==> src/rtl/asrv32_clint_ctrl_pkg.sv <==
// -----------------------------------------------------------------------------
// asrv32_clint_ctrl_pkg
// Shared definitions for the core-local interrupt controller (CLINT) slice:
// register word indices inside the 32-byte window, the bus FSM state
// encoding, the msip bit position and a byte-enable helper.
// No ports (package).
// -----------------------------------------------------------------------------
package asrv32_clint_ctrl_pkg;

  // Size of the decoded window in bytes; requests outside it are not ours.
  localparam int unsigned CLINT_SPAN_BYTES = 32;

  // Byte offsets of the architectural registers.
  localparam logic [4:0] OFF_MSIP        = 5'h00;
  localparam logic [4:0] OFF_MTIMECMP_LO = 5'h08;
  localparam logic [4:0] OFF_MTIMECMP_HI = 5'h0C;
  localparam logic [4:0] OFF_MTIME_LO    = 5'h10;
  localparam logic [4:0] OFF_MTIME_HI    = 5'h14;

  // Word indices (offset[4:2]) used by the decoder.
  localparam logic [2:0] W_MSIP        = OFF_MSIP[4:2];
  localparam logic [2:0] W_MTIMECMP_LO = OFF_MTIMECMP_LO[4:2];
  localparam logic [2:0] W_MTIMECMP_HI = OFF_MTIMECMP_HI[4:2];
  localparam logic [2:0] W_MTIME_LO    = OFF_MTIME_LO[4:2];
  localparam logic [2:0] W_MTIME_HI    = OFF_MTIME_HI[4:2];

  // Only this bit of msip is implemented.
  localparam int unsigned MSIP_BIT = 0;

  // Bus FSM states.
  typedef enum logic [1:0] {
    ST_IDLE   = 2'd0,
    ST_COMMIT = 2'd1,
    ST_ACK    = 2'd2
  } clint_state_e;

  // Writes only take effect when every byte lane is enabled.
  function automatic logic is_full_word(input logic [3:0] wsel);
    return (wsel == 4'hF);
  endfunction

endpackage

==> src/rtl/asrv32_clint_ctrl_if.sv <==
// -----------------------------------------------------------------------------
// asrv32_clint_ctrl_if
// Data-memory bus as seen by the CLINT.
//   stb   : request strobe, held by the master until ack
//   we    : 1 = write, 0 = read
//   addr  : byte address
//   wdata : write data
//   wsel  : byte enables
//   ack   : one-cycle transfer acknowledge
//   rdata : read data, valid while ack = 1
// Modports: master (bus initiator), slave (the CLINT).
// -----------------------------------------------------------------------------
interface asrv32_clint_ctrl_if;
  logic        stb;
  logic        we;
  logic [31:0] addr;
  logic [31:0] wdata;
  logic [3:0]  wsel;
  logic        ack;
  logic [31:0] rdata;

  modport master (
    output stb, we, addr, wdata, wsel,
    input  ack, rdata
  );

  modport slave (
    input  stb, we, addr, wdata, wsel,
    output ack, rdata
  );
endinterface

==> src/rtl/asrv32_clint_timer.sv <==
// -----------------------------------------------------------------------------
// asrv32_clint_timer
// Local copy of the architectural timer: 64-bit mtime counter with a load
// port, the mtimecmp register with a load port, and a registered unsigned
// (mtime >= mtimecmp) flag.
//
// Optional macro ASRV32_CLINT_PRESCALE_EN:
//   defined   - mtime advances once per millisecond; a prescaler counts
//               0..CLK_FREQ_MHZ*1000-1 and ticks on wrap. It is cleared on
//               reset and whenever mtime is loaded.
//   undefined - mtime advances every clock; no prescaler exists.
//
// Ports:
//   i_clk, i_rst      clock, synchronous active-high reset
//   i_mtime_ld        load mtime with i_mtime_ld_val this cycle
//   i_mtime_ld_val    64-bit mtime load value
//   i_cmp_ld          load mtimecmp with i_cmp_ld_val this cycle
//   i_cmp_ld_val      64-bit mtimecmp load value
//   o_mtime           current mtime
//   o_mtimecmp        current mtimecmp
//   o_pending         registered mtime >= mtimecmp
// -----------------------------------------------------------------------------
module asrv32_clint_timer
  import asrv32_clint_ctrl_pkg::*;
#(
  parameter int unsigned CLK_FREQ_MHZ = 100
) (
  input  logic        i_clk,
  input  logic        i_rst,
  input  logic        i_mtime_ld,
  input  logic [63:0] i_mtime_ld_val,
  input  logic        i_cmp_ld,
  input  logic [63:0] i_cmp_ld_val,
  output logic [63:0] o_mtime,
  output logic [63:0] o_mtimecmp,
  output logic        o_pending
);

  logic tick;

`ifdef ASRV32_CLINT_PRESCALE_EN
  localparam int unsigned TICKS_PER_MS = CLK_FREQ_MHZ * 1000;
  localparam int unsigned PRESC_W      = (TICKS_PER_MS > 1) ? $clog2(TICKS_PER_MS) : 1;

  logic [PRESC_W-1:0] presc_q, presc_d;

  assign tick = (presc_q == PRESC_W'(TICKS_PER_MS - 1));

  // A load restarts the millisecond so the new mtime value lasts a full tick.
  always_comb begin
    presc_d = presc_q + 1'b1;
    if (i_mtime_ld || tick) begin
      presc_d = '0;
    end
  end

  always_ff @(posedge i_clk) begin
    if (i_rst) begin
      presc_q <= '0;
    end else begin
      presc_q <= presc_d;
    end
  end
`else
  // Without the prescaler the clock frequency has no effect on the tick rate.
  localparam int unsigned UNUSED_CLK_FREQ_MHZ = CLK_FREQ_MHZ;
  assign tick = 1'b1;
`endif

  logic [63:0] mtime_q, mtime_d;
  logic [63:0] cmp_q, cmp_d;
  logic        pending_q, pending_d;

  always_comb begin
    mtime_d   = mtime_q;
    cmp_d     = cmp_q;
    pending_d = (mtime_q >= cmp_q);
    // A load wins over a coincident tick; that tick is simply lost.
    if (i_mtime_ld) begin
      mtime_d = i_mtime_ld_val;
    end else if (tick) begin
      mtime_d = mtime_q + 64'd1;
    end
    if (i_cmp_ld) begin
      cmp_d = i_cmp_ld_val;
    end
  end

  always_ff @(posedge i_clk) begin
    if (i_rst) begin
      mtime_q   <= '0;
      cmp_q     <= '1;
      pending_q <= 1'b0;
    end else begin
      mtime_q   <= mtime_d;
      cmp_q     <= cmp_d;
      pending_q <= pending_d;
    end
  end

  assign o_mtime    = mtime_q;
  assign o_mtimecmp = cmp_q;
  assign o_pending  = pending_q;

endmodule

==> src/rtl/asrv32_clint_ctrl.sv <==
// -----------------------------------------------------------------------------
// asrv32_clint_ctrl
// Memory-mapped core-local interrupt controller sitting between the
// data-memory bus and the CSR unit. It owns the software view of msip,
// mtime and mtimecmp, turns two 32-bit writes into one atomic 64-bit update
// and forwards that update to the CSR unit once no CSR access is in flight.
//
// Register map (offset from BASE_ADDR, word aligned):
//   0x00 msip (bit 0)   0x08/0x0C mtimecmp lo/hi   0x10/0x14 mtime lo/hi
//   Other offsets inside the 32-byte window read 0 and ignore writes.
//
// Optional macro ASRV32_CLINT_PRESCALE_EN selects a millisecond mtime tick
// (see asrv32_clint_timer); by default mtime advances every clock.
//
// Ports:
//   i_clk, i_rst            clock, synchronous active-high reset
//   bus (slave modport)     stb/we/addr/wdata/wsel in, ack/rdata out
//   i_csr_stage_en          CSR unit busy with a CSR access; commits wait
//   o_mtime_wr_en/_din      one-cycle load pulse + value for CSR mtime
//   o_mtimecmp_wr_en/_din   one-cycle load pulse + value for CSR mtimecmp
//   o_software_interrupt    msip bit 0
//   o_timer_pending         registered mtime >= mtimecmp
// -----------------------------------------------------------------------------
module asrv32_clint_ctrl
  import asrv32_clint_ctrl_pkg::*;
#(
  parameter int unsigned CLK_FREQ_MHZ = 100,
  parameter logic [31:0] BASE_ADDR    = 32'h8000_0000
) (
  input  logic                 i_clk,
  input  logic                 i_rst,
  asrv32_clint_ctrl_if.slave   bus,
  input  logic                 i_csr_stage_en,
  output logic                 o_mtime_wr_en,
  output logic [63:0]          o_mtime_din,
  output logic                 o_mtimecmp_wr_en,
  output logic [63:0]          o_mtimecmp_din,
  output logic                 o_software_interrupt,
  output logic                 o_timer_pending
);

  clint_state_e state_q, state_d;

  logic        ack_q, ack_d;
  logic [31:0] rdata_q, rdata_d;
  logic        mtime_wr_q, mtime_wr_d;
  logic [63:0] mtime_din_q, mtime_din_d;
  logic        cmp_wr_q, cmp_wr_d;
  logic [63:0] cmp_din_q, cmp_din_d;
  logic        msip_q, msip_d;
  logic [31:0] shadow_mtime_lo_q, shadow_mtime_lo_d;
  logic [31:0] shadow_cmp_lo_q, shadow_cmp_lo_d;
  logic [31:0] snap_hi_q, snap_hi_d;
  logic [63:0] commit_val_q, commit_val_d;
  logic        commit_is_mtime_q, commit_is_mtime_d;

  logic [31:0] off;
  logic        hit;
  logic        aligned;
  logic [2:0]  word;
  logic        req;
  logic        wr_ok;
  logic        mtime_ld;
  logic        cmp_ld;
  logic [63:0] mtime_ld_val;
  logic [63:0] cmp_ld_val;
  logic [31:0] rd_val;
  logic [63:0] mtime;
  logic [63:0] mtimecmp;
  logic        pending;

  // Address decode. Misaligned offsets fall into the "unmapped" bucket:
  // acked, read as zero, writes dropped.
  assign off     = bus.addr - BASE_ADDR;
  assign hit     = (off[31:5] == 27'd0);
  assign aligned = (off[1:0] == 2'b00);
  assign word    = off[4:2];

  // A second request is not taken in the cycle ack is presented: the master
  // still holds stb there and only drops it after seeing ack.
  assign req   = bus.stb && hit && (state_q == ST_IDLE) && !ack_q;
  assign wr_ok = req && bus.we && aligned && is_full_word(bus.wsel);

  // The hi write is what makes a 64-bit update visible, combining with the
  // previously latched lo half.
  assign mtime_ld     = wr_ok && (word == W_MTIME_HI);
  assign cmp_ld       = wr_ok && (word == W_MTIMECMP_HI);
  assign mtime_ld_val = {bus.wdata, shadow_mtime_lo_q};
  assign cmp_ld_val   = {bus.wdata, shadow_cmp_lo_q};

  asrv32_clint_timer #(
    .CLK_FREQ_MHZ (CLK_FREQ_MHZ)
  ) u_timer (
    .i_clk          (i_clk),
    .i_rst          (i_rst),
    .i_mtime_ld     (mtime_ld),
    .i_mtime_ld_val (mtime_ld_val),
    .i_cmp_ld       (cmp_ld),
    .i_cmp_ld_val   (cmp_ld_val),
    .o_mtime        (mtime),
    .o_mtimecmp     (mtimecmp),
    .o_pending      (pending)
  );

  // Read mux. mtime_hi returns the snapshot taken on the last mtime_lo read
  // so a lo-then-hi read pair never tears across a carry.
  always_comb begin
    rd_val = '0;
    if (aligned) begin
      case (word)
        W_MSIP:        rd_val[MSIP_BIT] = msip_q;
        W_MTIMECMP_LO: rd_val = mtimecmp[31:0];
        W_MTIMECMP_HI: rd_val = mtimecmp[63:32];
        W_MTIME_LO:    rd_val = mtime[31:0];
        W_MTIME_HI:    rd_val = snap_hi_q;
        default:       rd_val = '0;
      endcase
    end
  end

  always_comb begin
    state_d           = state_q;
    ack_d             = 1'b0;
    rdata_d           = rdata_q;
    mtime_wr_d        = 1'b0;
    mtime_din_d       = mtime_din_q;
    cmp_wr_d          = 1'b0;
    cmp_din_d         = cmp_din_q;
    msip_d            = msip_q;
    shadow_mtime_lo_d = shadow_mtime_lo_q;
    shadow_cmp_lo_d   = shadow_cmp_lo_q;
    snap_hi_d         = snap_hi_q;
    commit_val_d      = commit_val_q;
    commit_is_mtime_d = commit_is_mtime_q;

    unique case (state_q)
      ST_IDLE: begin
        if (req) begin
          // Read data is frozen here; ack presents it two cycles later.
          rdata_d = bus.we ? 32'd0 : rd_val;
          if (wr_ok) begin
            case (word)
              W_MSIP:        msip_d            = bus.wdata[MSIP_BIT];
              W_MTIMECMP_LO: shadow_cmp_lo_d   = bus.wdata;
              W_MTIME_LO:    shadow_mtime_lo_d = bus.wdata;
              default:       ;
            endcase
          end
          if (!bus.we && aligned && (word == W_MTIME_LO)) begin
            snap_hi_d = mtime[63:32];
          end
          if (mtime_ld || cmp_ld) begin
            state_d           = ST_COMMIT;
            commit_val_d      = mtime_ld ? mtime_ld_val : cmp_ld_val;
            commit_is_mtime_d = mtime_ld;
          end else begin
            state_d = ST_ACK;
          end
        end
      end

      ST_COMMIT: begin
        // The CSR unit cannot take a load while it is itself accessing CSRs.
        if (!i_csr_stage_en) begin
          state_d = ST_ACK;
          if (commit_is_mtime_q) begin
            mtime_wr_d  = 1'b1;
            mtime_din_d = commit_val_q;
          end else begin
            cmp_wr_d  = 1'b1;
            cmp_din_d = commit_val_q;
          end
        end
      end

      ST_ACK: begin
        ack_d   = 1'b1;
        state_d = ST_IDLE;
      end

      default: state_d = ST_IDLE;
    endcase
  end

  always_ff @(posedge i_clk) begin
    if (i_rst) begin
      state_q           <= ST_IDLE;
      ack_q             <= 1'b0;
      rdata_q           <= '0;
      mtime_wr_q        <= 1'b0;
      mtime_din_q       <= '0;
      cmp_wr_q          <= 1'b0;
      cmp_din_q         <= '0;
      msip_q            <= 1'b0;
      shadow_mtime_lo_q <= '0;
      shadow_cmp_lo_q   <= '0;
      snap_hi_q         <= '0;
      commit_val_q      <= '0;
      commit_is_mtime_q <= 1'b0;
    end else begin
      state_q           <= state_d;
      ack_q             <= ack_d;
      rdata_q           <= rdata_d;
      mtime_wr_q        <= mtime_wr_d;
      mtime_din_q       <= mtime_din_d;
      cmp_wr_q          <= cmp_wr_d;
      cmp_din_q         <= cmp_din_d;
      msip_q            <= msip_d;
      shadow_mtime_lo_q <= shadow_mtime_lo_d;
      shadow_cmp_lo_q   <= shadow_cmp_lo_d;
      snap_hi_q         <= snap_hi_d;
      commit_val_q      <= commit_val_d;
      commit_is_mtime_q <= commit_is_mtime_d;
    end
  end

  assign bus.ack              = ack_q;
  assign bus.rdata            = rdata_q;
  assign o_mtime_wr_en        = mtime_wr_q;
  assign o_mtime_din          = mtime_din_q;
  assign o_mtimecmp_wr_en     = cmp_wr_q;
  assign o_mtimecmp_din       = cmp_din_q;
  assign o_software_interrupt = msip_q;
  assign o_timer_pending      = pending;

endmodule
==> src/flat_wrapper.sv <==
// flat-port wrapper written by rule: the top's interface ports become plain ports
module asrv32_clint_ctrl_flat import asrv32_clint_ctrl_pkg::*;
#(
  parameter int unsigned CLK_FREQ_MHZ = 100,
  parameter logic [31:0] BASE_ADDR    = 32'h8000_0000
)
  (i_clk, i_rst, i_csr_stage_en, o_mtime_wr_en, o_mtime_din, o_mtimecmp_wr_en, o_mtimecmp_din, o_software_interrupt, o_timer_pending, bus_stb, bus_we, bus_addr, bus_wdata, bus_wsel, bus_ack, bus_rdata);
  asrv32_clint_ctrl_if bus_i ();
  input  logic i_clk;
  input  logic i_rst;
  input  logic i_csr_stage_en;
  output logic o_mtime_wr_en;
  output logic [63:0] o_mtime_din;
  output logic o_mtimecmp_wr_en;
  output logic [63:0] o_mtimecmp_din;
  output logic o_software_interrupt;
  output logic o_timer_pending;
  input wire logic [$bits(bus_i.stb)-1:0] bus_stb;
  input wire logic [$bits(bus_i.we)-1:0] bus_we;
  input wire logic [$bits(bus_i.addr)-1:0] bus_addr;
  input wire logic [$bits(bus_i.wdata)-1:0] bus_wdata;
  input wire logic [$bits(bus_i.wsel)-1:0] bus_wsel;
  output wire logic [$bits(bus_i.ack)-1:0] bus_ack;
  output wire logic [$bits(bus_i.rdata)-1:0] bus_rdata;
  assign bus_i.stb = bus_stb;
  assign bus_i.we = bus_we;
  assign bus_i.addr = bus_addr;
  assign bus_i.wdata = bus_wdata;
  assign bus_i.wsel = bus_wsel;
  assign bus_ack = bus_i.ack;
  assign bus_rdata = bus_i.rdata;
  asrv32_clint_ctrl #(.CLK_FREQ_MHZ(CLK_FREQ_MHZ), .BASE_ADDR(BASE_ADDR)) u_core (.i_clk(i_clk), .i_rst(i_rst), .bus(bus_i), .i_csr_stage_en(i_csr_stage_en), .o_mtime_wr_en(o_mtime_wr_en), .o_mtime_din(o_mtime_din), .o_mtimecmp_wr_en(o_mtimecmp_wr_en), .o_mtimecmp_din(o_mtimecmp_din), .o_software_interrupt(o_software_interrupt), .o_timer_pending(o_timer_pending));
endmodule
==> config.mk <==
export PLATFORM = sky130hd
export DESIGN_NAME = asrv32_clint_ctrl_flat
export DESIGN_NICKNAME = d
export VERILOG_FILES = /design/src/rtl/asrv32_clint_ctrl_pkg.sv /design/src/rtl/asrv32_clint_ctrl_if.sv /design/src/rtl/asrv32_clint_timer.sv /design/src/rtl/asrv32_clint_ctrl.sv /design/src/flat_wrapper.sv
export SDC_FILE = /design/constraint.sdc
export NUM_CORES = 1
export LEC_CHECK = 0
export CAP_MARGIN = 30
export CORE_MARGIN = 2
export CORE_UTILIZATION = 60
export DETAILED_ROUTE_END_ITERATION = 6
export PLACE_DENSITY = 0.9
export SLEW_MARGIN = 20
export SYNTH_ARGS = -nofsm -noshare
export SYNTH_HDL_FRONTEND = slang
export SYNTH_SLANG_ARGS = --single-unit
==> constraint.sdc <==
create_clock -name i_clk -period 7.9 [get_ports i_clk]
set_clock_uncertainty 0.2 [all_clocks]
set_input_delay 1.58 -clock i_clk [delete_from_list [all_inputs] [get_ports i_clk]]
set_output_delay 1.58 -clock i_clk [all_outputs]
set_load 0.02 [all_outputs]
# [Word-level counts from Yosys, hierarchy flattened]
# Index checks and enable logic that the tools add are counted.
[op_classes] add_sub_neg=2 n_lt_le_gt_ge=1 n_eq_ne=9 n_mux=13 n_bitwise=3 n_reduce_logical=27
[op_table] cell="$pmux W31 S4" n=1
[op_table] cell="$mux W32" n=3
[op_table] cell="$add A64 B1 Y64 const B" n=1
[op_table] cell="$ge A64 B64 Y1" n=1
[op_table] cell="$mux W64" n=1
[op_table] cell="$sub A32 B32 Y32 const B" n=1
[op_table] cell="$logic_not A27 Y1" n=1
[op_table] cell="$reduce_and A3 Y1" n=4
[op_table] cell="$reduce_and A4 Y1" n=3
[op_table] cell="$logic_and A1 B1 Y1" n=10
[op_table] cell="$eq A3 B2 Y1 const B" n=2
[op_table] cell="$eq A3 B3 Y1 const B" n=2
[op_table] cell="$mux W2" n=3
[op_table] cell="$pmux W1 S5" n=1
[op_table] cell="$eq A4 B4 Y1 const B" n=1
[op_table] cell="$logic_not A2 Y1" n=2
[op_table] cell="$pmux W2 S2" n=1
[op_table] cell="$reduce_and A2 Y1" n=2
[op_table] cell="$logic_not A3 Y1" n=1
[op_table] cell="$mux W1" n=3
[op_table] cell="$not A1 Y1" n=3
[op_table] cell="$reduce_or A3 Y1" n=1
[op_table] cell="$eq A2 B1 Y1 const B" n=1
[op_table] cell="$eq A2 B2 Y1 const B" n=1
[op_table] cell="other kinds (4)" n=5
[word_totals] register_bits=456 input_bits=73 out_inout_bits=165 wordCells=71

# [Depth between registers and ports, before layout]
[depth] word_depth=13 depth_mapped=9 ltp_nobuf=8

# [By module]
# A second synthesis with hierarchy kept.
[unflattened] hier_cells=2377 area_unflattened_um2=20639.8
[by_module_without_submodules] mod="asrv32_clint_ctrl" instances=1 cells_per_inst=1512 area_each_um2=13460.4
[by_module_without_submodules] mod="asrv32_clint_timer" instances=1 cells_per_inst=865 area_each_um2=7179.4

# [Worst setup path after synthesis]
# OpenSTA, ideal clock, no wires.
[synth_timing] kind="in2reg" from="input bus_addr[1]" to="register u_core.u_timer.cmp_q[56] (netlist: u_core.u_timer.o_mtimecmp[56])" setup_time_ns=0.120 t_arrival_ns=3.354 required_time_ns=7.580 setup_slack_ns=4.227 stages=8 path_cell_list="or2_1 -> or3_4 -> nor4_4 -> and2_1 -> buf_2 -> buf_2 -> nor2_1 -> a211o_1"
[synth_between] elab_chain_cells=9 elab_cells_between_ends=11
[synth_rtl] item="start: declaration" line_no="flat_wrapper.sv:20" text="input wire logic [$bits(bus_i.addr)-1:0] bus_addr;"
[synth_rtl] item="$sub A32 B32 Y32 (*)" line_no="asrv32_clint_ctrl.sv:74" text="assign off = bus.addr - BASE_ADDR;"
[synth_rtl] item="$logic_not A27 Y1" line_no="asrv32_clint_ctrl.sv:75" text="assign hit = (off[31:5] == 27'd0);"
[synth_rtl] item="$logic_and A1 B1 Y1 (3 in a row)" line_no="asrv32_clint_ctrl.sv:81" text="assign req = bus.stb && hit && (state_q == ST_IDLE) && !ack_q;"
[synth_rtl] item="$logic_and A1 B1 Y1 (3 in a row)" line_no="asrv32_clint_ctrl.sv:82" text="assign wr_ok = req && bus.we && aligned && is_full_word(bus.wsel);"
[synth_rtl] item="$logic_and A1 B1 Y1 (*)" line_no="asrv32_clint_ctrl.sv:87" text="assign cmp_ld = wr_ok && (word == W_MTIMECMP_HI);"
[synth_rtl] item="end signal: assignment" line_no="asrv32_clint_timer.sv:96" text="cmp_q <= cmp_d;"
[synth_rtl] item="end: declaration" line_no="asrv32_clint_timer.sv:71" text="logic [63:0] cmp_q, cmp_d;"
# Every way passes the cells marked *; elsewhere a longest branch is shown, timed or not.
# A chain may end at the register's enable or synchronous reset.

# [Worst setup path in the final report]
[layout_timing] from="input bus_addr[21]" to="register u_core.snap_hi_q[5]"
[layout_between] elab_chain_cells=6
[layout_rtl] item="$sub A32 B32 Y32" line_no="asrv32_clint_ctrl.sv:74"
[layout_rtl] item="$logic_not A27 Y1" line_no="asrv32_clint_ctrl.sv:75"
[layout_rtl] item="$logic_and A1 B1 Y1 (3 in a row)" line_no="asrv32_clint_ctrl.sv:81"
[layout_rtl] item="$reduce_and A3 Y1 (no line)"
[layout_rtl] item="end signal: assignment" line_no="asrv32_clint_ctrl.sv:211" text="snap_hi_q <= snap_hi_d;"
[layout_rtl] item="end: declaration" line_no="asrv32_clint_ctrl.sv:53" text="logic [31:0] snap_hi_q, snap_hi_d;"
# No other way between the ends.

==> summary.md <==
| Metric | Value |
|---|---|
| TritonRoute pass-1 iters | 7 |
| Critical Path Start | bus_addr[21] |
| Routed length per placed instance | approximately 21 um |
| Number of remaining DRC errors | 0 |
| DP HPWL | slightly above 40000 um |
| Die H | 183.3 um |
| Net total in the final layout | about 2600 |
| Starting utilization of the core area | between 60% and 70% |
| Sequential fraction of the synthesis area | ~47% |
| Die X | 183.3 um |
| Number of buffers inserted for hold repair after clock tree synthesis | 0 |
| Endpoint type of the worst setup path | flip-flop |
| Reg2reg start | u_core.bus.ack |
| Buffers from clock root to sink, at most | 3 |
| Overall power | roughly 4.6 mW |
| Max Freq | roughly 0.2 GHz |
| Detailed-route via count | around 18000 |
| Leading cell type in the layout, fill and taps excluded | sky130_fd_sc_hd__nand2_1 |
| Max-cap viol count | 0 |
| Post-synthesis instance area | a little under 20000 um2 |
| VDD IR-drop max | around 150 uV |
| Slew margin rel. | around 34% |
| Fraction of the mapped netlist area in adder cells | approximately 4.2% |
| Filler instances | 2207 |
| Initial antenna violation count | 3 |
| Data arrival time at the worst-slack endpoint | 5.29 ns |
| Number of enable-type register cells in the synthesized netlist | 0 |
| Count of nets left with antenna violations after detail routing | 0 |
| Number of slew-limit violations in the final report | 0 |
| Layout cells sized above 1 | 4.764% |
| Row count | 65 |
| Setup repair after global routing missed its margin | no |
| Multi-input gate area in the final layout | 9255 um2 |
| Synth Area in Compound Gates | 17.06% |
| FF+latch count, synth | around 460 |
| Power Density | just under 200 nW/um2 |
| Placed cell area | between 20000 and 25000 um2 |
| Register-to-register setup slack | approximately 4.2 ns |
| WS Path Type | input port to flip-flop |
| Initial detailed-routing violation count | about 2300 |
| Ratio of final minimum period to clock period | a little under two thirds |
| Number of distinct library cells after synthesis | between 50 and 60 |
| Total gr overflow | 0 |
| Via count of the first global-routing pass | 17390 |
| Fin crit period | ~5.0 ns |
| Final hold violations | 0 |
| Gate count after technology mapping | between 2000 and 2500 |
| Wire length of the first global-routing pass | between 90000 and 100000 um |
| IO Pins | 238 |
| Final std cell area, no fill | about 23000 um2 |
| Clock tree from TritonCTS | built |
| GRT met1 Usage | 46.73% |
| Combined global-route utilization of all metal layers | roughly 36% |
| CORE AREA | around 32000 um2 |
| Final estimated routing congestion in global placement | 0.9590 |
| Kind of start point of the critical path | input port |
| Final instance count without filler cells | between 2000 and 3000 |
| Run status | completed |
| PostCTS Resize Cnt | 0 |
| Post-synthesis xor/xnor area fraction | 2.770% |
| Post-Route Setup TNS | 0 ns |
| Sequential cell area in the final layout | roughly 9100 um2 |
| Die area | about 34000 um2 |
| Clock root buffer | sky130_fd_sc_hd__clkbuf_16 |
| Total length of routed wires | between 60000 and 70000 um |
| Worst-path fanout max | 40 |
| Final setup vio count | 0 |
| Layout overhead on the synthesized area | 20.68% |
| Dominant register cell in the synthesized netlist | sky130_fd_sc_hd__dfxtp_1 |
| Largest net degree at the start of global routing | 130 |
| Average size of a mapped cell | 8.249 um2 |
| Leakage power figure | approximately 8.6 nW |
| Met2 Usage GRT | 56.59% |
| Hold crit path type | flip-flop to flip-flop |
| Share of cell area taken by muxes after synthesis | between 4 and 5% |
| Clock net sink count | 456 |
| Placed insts | roughly 2800 |
| Total number of yosys warnings | 0 |
| Worst-Margin Slew | slightly below 1 ns |
| Most frequent cells in the layout | 579 x sky130_fd_sc_hd__nand2_1, 456 x sky130_fd_sc_hd__dfxtp_1, 309 x sky130_fd_sc_hd__a21oi_1, 235 x sky130_fd_sc_hd__clkdlybuf4s50_1, 168 x sky130_fd_sc_hd__nor2_1 |
| Clock buffers created by TritonCTS | 44 |
| Most Crowded Layer GR | met2 |
| Total nets after synthesis | roughly 2500 |
| Simple-gate share of the synthesized area | about 19% |
| Launch point of the worst hold path | u_core.o_mtime_din[7] |
| Clock insertion delay at the later pin of the skew report | between 0.5 and 0.6 ns |
| Combinational family with the most area after synthesis | simple AND/OR/NAND/NOR gates |
| Data required time of the critical path | 8.18 ns |
| Post-synthesis async set-or-reset flop share | 0% |
| Clock transition at the registers of the reported paths | about 0.06 ns |
| Deepest level of the CTS H-tree | 2 |
| Fraction of met3 tracks used by global routing | between 8 and 9% |
| # port buffers | 237 |
| Vias per cell | between 6 and 7 |
| Setup Buffers After CTS | 0 |
## state kept, by name (all words and copies together), names as in the netlist
register and flops:
u_core.o_mtime_din 64, u_core.snap_hi_q 32, u_core.o_mtimecmp_wr_en 1, u_core.o_mtimecmp_din 64, u_core.o_mtime_wr_en 1, u_core.u_timer.o_mtime 64, u_core.commit_val_q 64, u_core.o_software_interrupt 1
u_core.shadow_mtime_lo_q 32, u_core.commit_is_mtime_q 1, u_core.u_timer.o_pending 1, u_core.u_timer.o_mtimecmp 64, u_core.bus.rdata 32, u_core.shadow_cmp_lo_q 32, u_core.bus.ack 1, u_core.state_q 2
## cells by family after synthesis
logic type / after synthesis
simple gates: 888
compound gates: 545
flops: 456
buf+inv: 240
mux: 83
fa+ha+maj: 65
xor+xnor: 61
## final cells by class
class / count / share of cell area (%)
inverters: 78 / 1.258
flip-flops and latches: 456 / 39.22
multi-input cells: 1642 / 39.76
clock inverters: 17 / 0.8870
well taps: 402 / 2.161
clock buffers: 60 / 5.375
diodes: 1 / 0.01075
repair buffers: 266 / 11.33
## report_power, final
group / switching (mW) / internal, mW / total (mW)
Clock: 0.904 / 1.24 / 2.15
Combinational: 0.113 / 0.0576 / 0.171
Sequential: 0.00214 / 2.30 / 2.30
Total: 1.02 / 3.60 / 4.62
## worst paths after layout
check,to,cells past startpoint
min,u_core.o_mtime_din[7],2
max reg2reg,u_core.snap_hi_q[5],8
min reg2reg,u_core.o_mtime_din[7],2
max,u_core.snap_hi_q[5],9
## layer usage
metal / share of wire (%) / up-vias
met2: 45 / 1244
met1: 38 / 8723
met4: 4.4 / 4
met5: 0.050 / -
met3: 12 / 235
li1: - / 8264
## stage by stage
| stage | hold slack, ns | worst slack [ns] | utilization, % |
|---|---|---|---|
| CTS | 0.2545 | 2.721 | 73.38 |
| global route | 0.2729 | 2.794 | 73.57 |
| detailed placement | 0.2459 | 2.182 | 68.77 |
| floorplan | 0.2329 | 4.227 | - |
| finish | 0.2528 | 2.887 | 73.57 |
| global placement | 0.2413 | 2.221 | 68.76 |
## cell usage after synthesis, types with 3 or more instances
| cell type | instances | area (um2) |
|---|---|---|
| sky130_fd_sc_hd__buf_1 | 4 | 15.01 |
| sky130_fd_sc_hd__buf_2 | 22 | 110.1 |
| sky130_fd_sc_hd__a221oi_1 | 16 | 140.1 |
| sky130_fd_sc_hd__nor4_4 | 3 | 63.81 |
| sky130_fd_sc_hd__ha_1 | 65 | 813.3 |
| sky130_fd_sc_hd__or4_1 | 4 | 30.03 |
| sky130_fd_sc_hd__inv_1 | 77 | 289.0 |
| sky130_fd_sc_hd__nor3b_1 | 3 | 22.52 |
| sky130_fd_sc_hd__a211o_1 | 32 | 280.3 |
| sky130_fd_sc_hd__o211ai_1 | 4 | 30.03 |
| sky130_fd_sc_hd__nor2b_1 | 4 | 25.02 |
| sky130_fd_sc_hd__nor2_1 | 168 | 630.6 |
| sky130_fd_sc_hd__clkbuf_1 | 128 | 480.5 |
| sky130_fd_sc_hd__nor4_1 | 12 | 75.07 |
| sky130_fd_sc_hd__nand4_1 | 28 | 175.2 |
| sky130_fd_sc_hd__and4_1 | 8 | 70.07 |
| sky130_fd_sc_hd__dfxtp_1 | 456 | 9129 |
| sky130_fd_sc_hd__nand3_1 | 21 | 105.1 |
| sky130_fd_sc_hd__a21o_1 | 6 | 45.04 |
| sky130_fd_sc_hd__nor3_1 | 25 | 125.1 |
| sky130_fd_sc_hd__xnor2_1 | 42 | 367.9 |
| sky130_fd_sc_hd__xor2_1 | 19 | 166.4 |
| sky130_fd_sc_hd__a22oi_1 | 32 | 240.2 |
| sky130_fd_sc_hd__nand2b_1 | 5 | 31.28 |
| sky130_fd_sc_hd__and2_1 | 3 | 18.77 |
| sky130_fd_sc_hd__and3_1 | 9 | 56.30 |
| sky130_fd_sc_hd__a21oi_1 | 309 | 1546 |
| sky130_fd_sc_hd__mux2i_1 | 83 | 830.8 |
| sky130_fd_sc_hd__o21ai_0 | 12 | 60.06 |
| sky130_fd_sc_hd__a211oi_1 | 34 | 255.2 |
| sky130_fd_sc_hd__o21bai_1 | 31 | 232.7 |
| sky130_fd_sc_hd__buf_4 | 8 | 60.06 |
| sky130_fd_sc_hd__a31oi_1 | 31 | 193.9 |
| sky130_fd_sc_hd__nand2_1 | 582 | 2185 |
| sky130_fd_sc_hd__o22ai_1 | 24 | 150.1 |
## critical path, cell delays in order
cell	delay, ns
sky130_fd_sc_hd__clkdlybuf4s50_1	0.42
sky130_fd_sc_hd__nor4_1	0.67
sky130_fd_sc_hd__nand4_1	0.46
sky130_fd_sc_hd__or2_1	0.34
sky130_fd_sc_hd__buf_4	0.31
sky130_fd_sc_hd__nor4_4	0.77
sky130_fd_sc_hd__buf_4	0.42
sky130_fd_sc_hd__nand2_1	0.13
sky130_fd_sc_hd__a21oi_1	0.16
(Power assumes the default switching activity.)
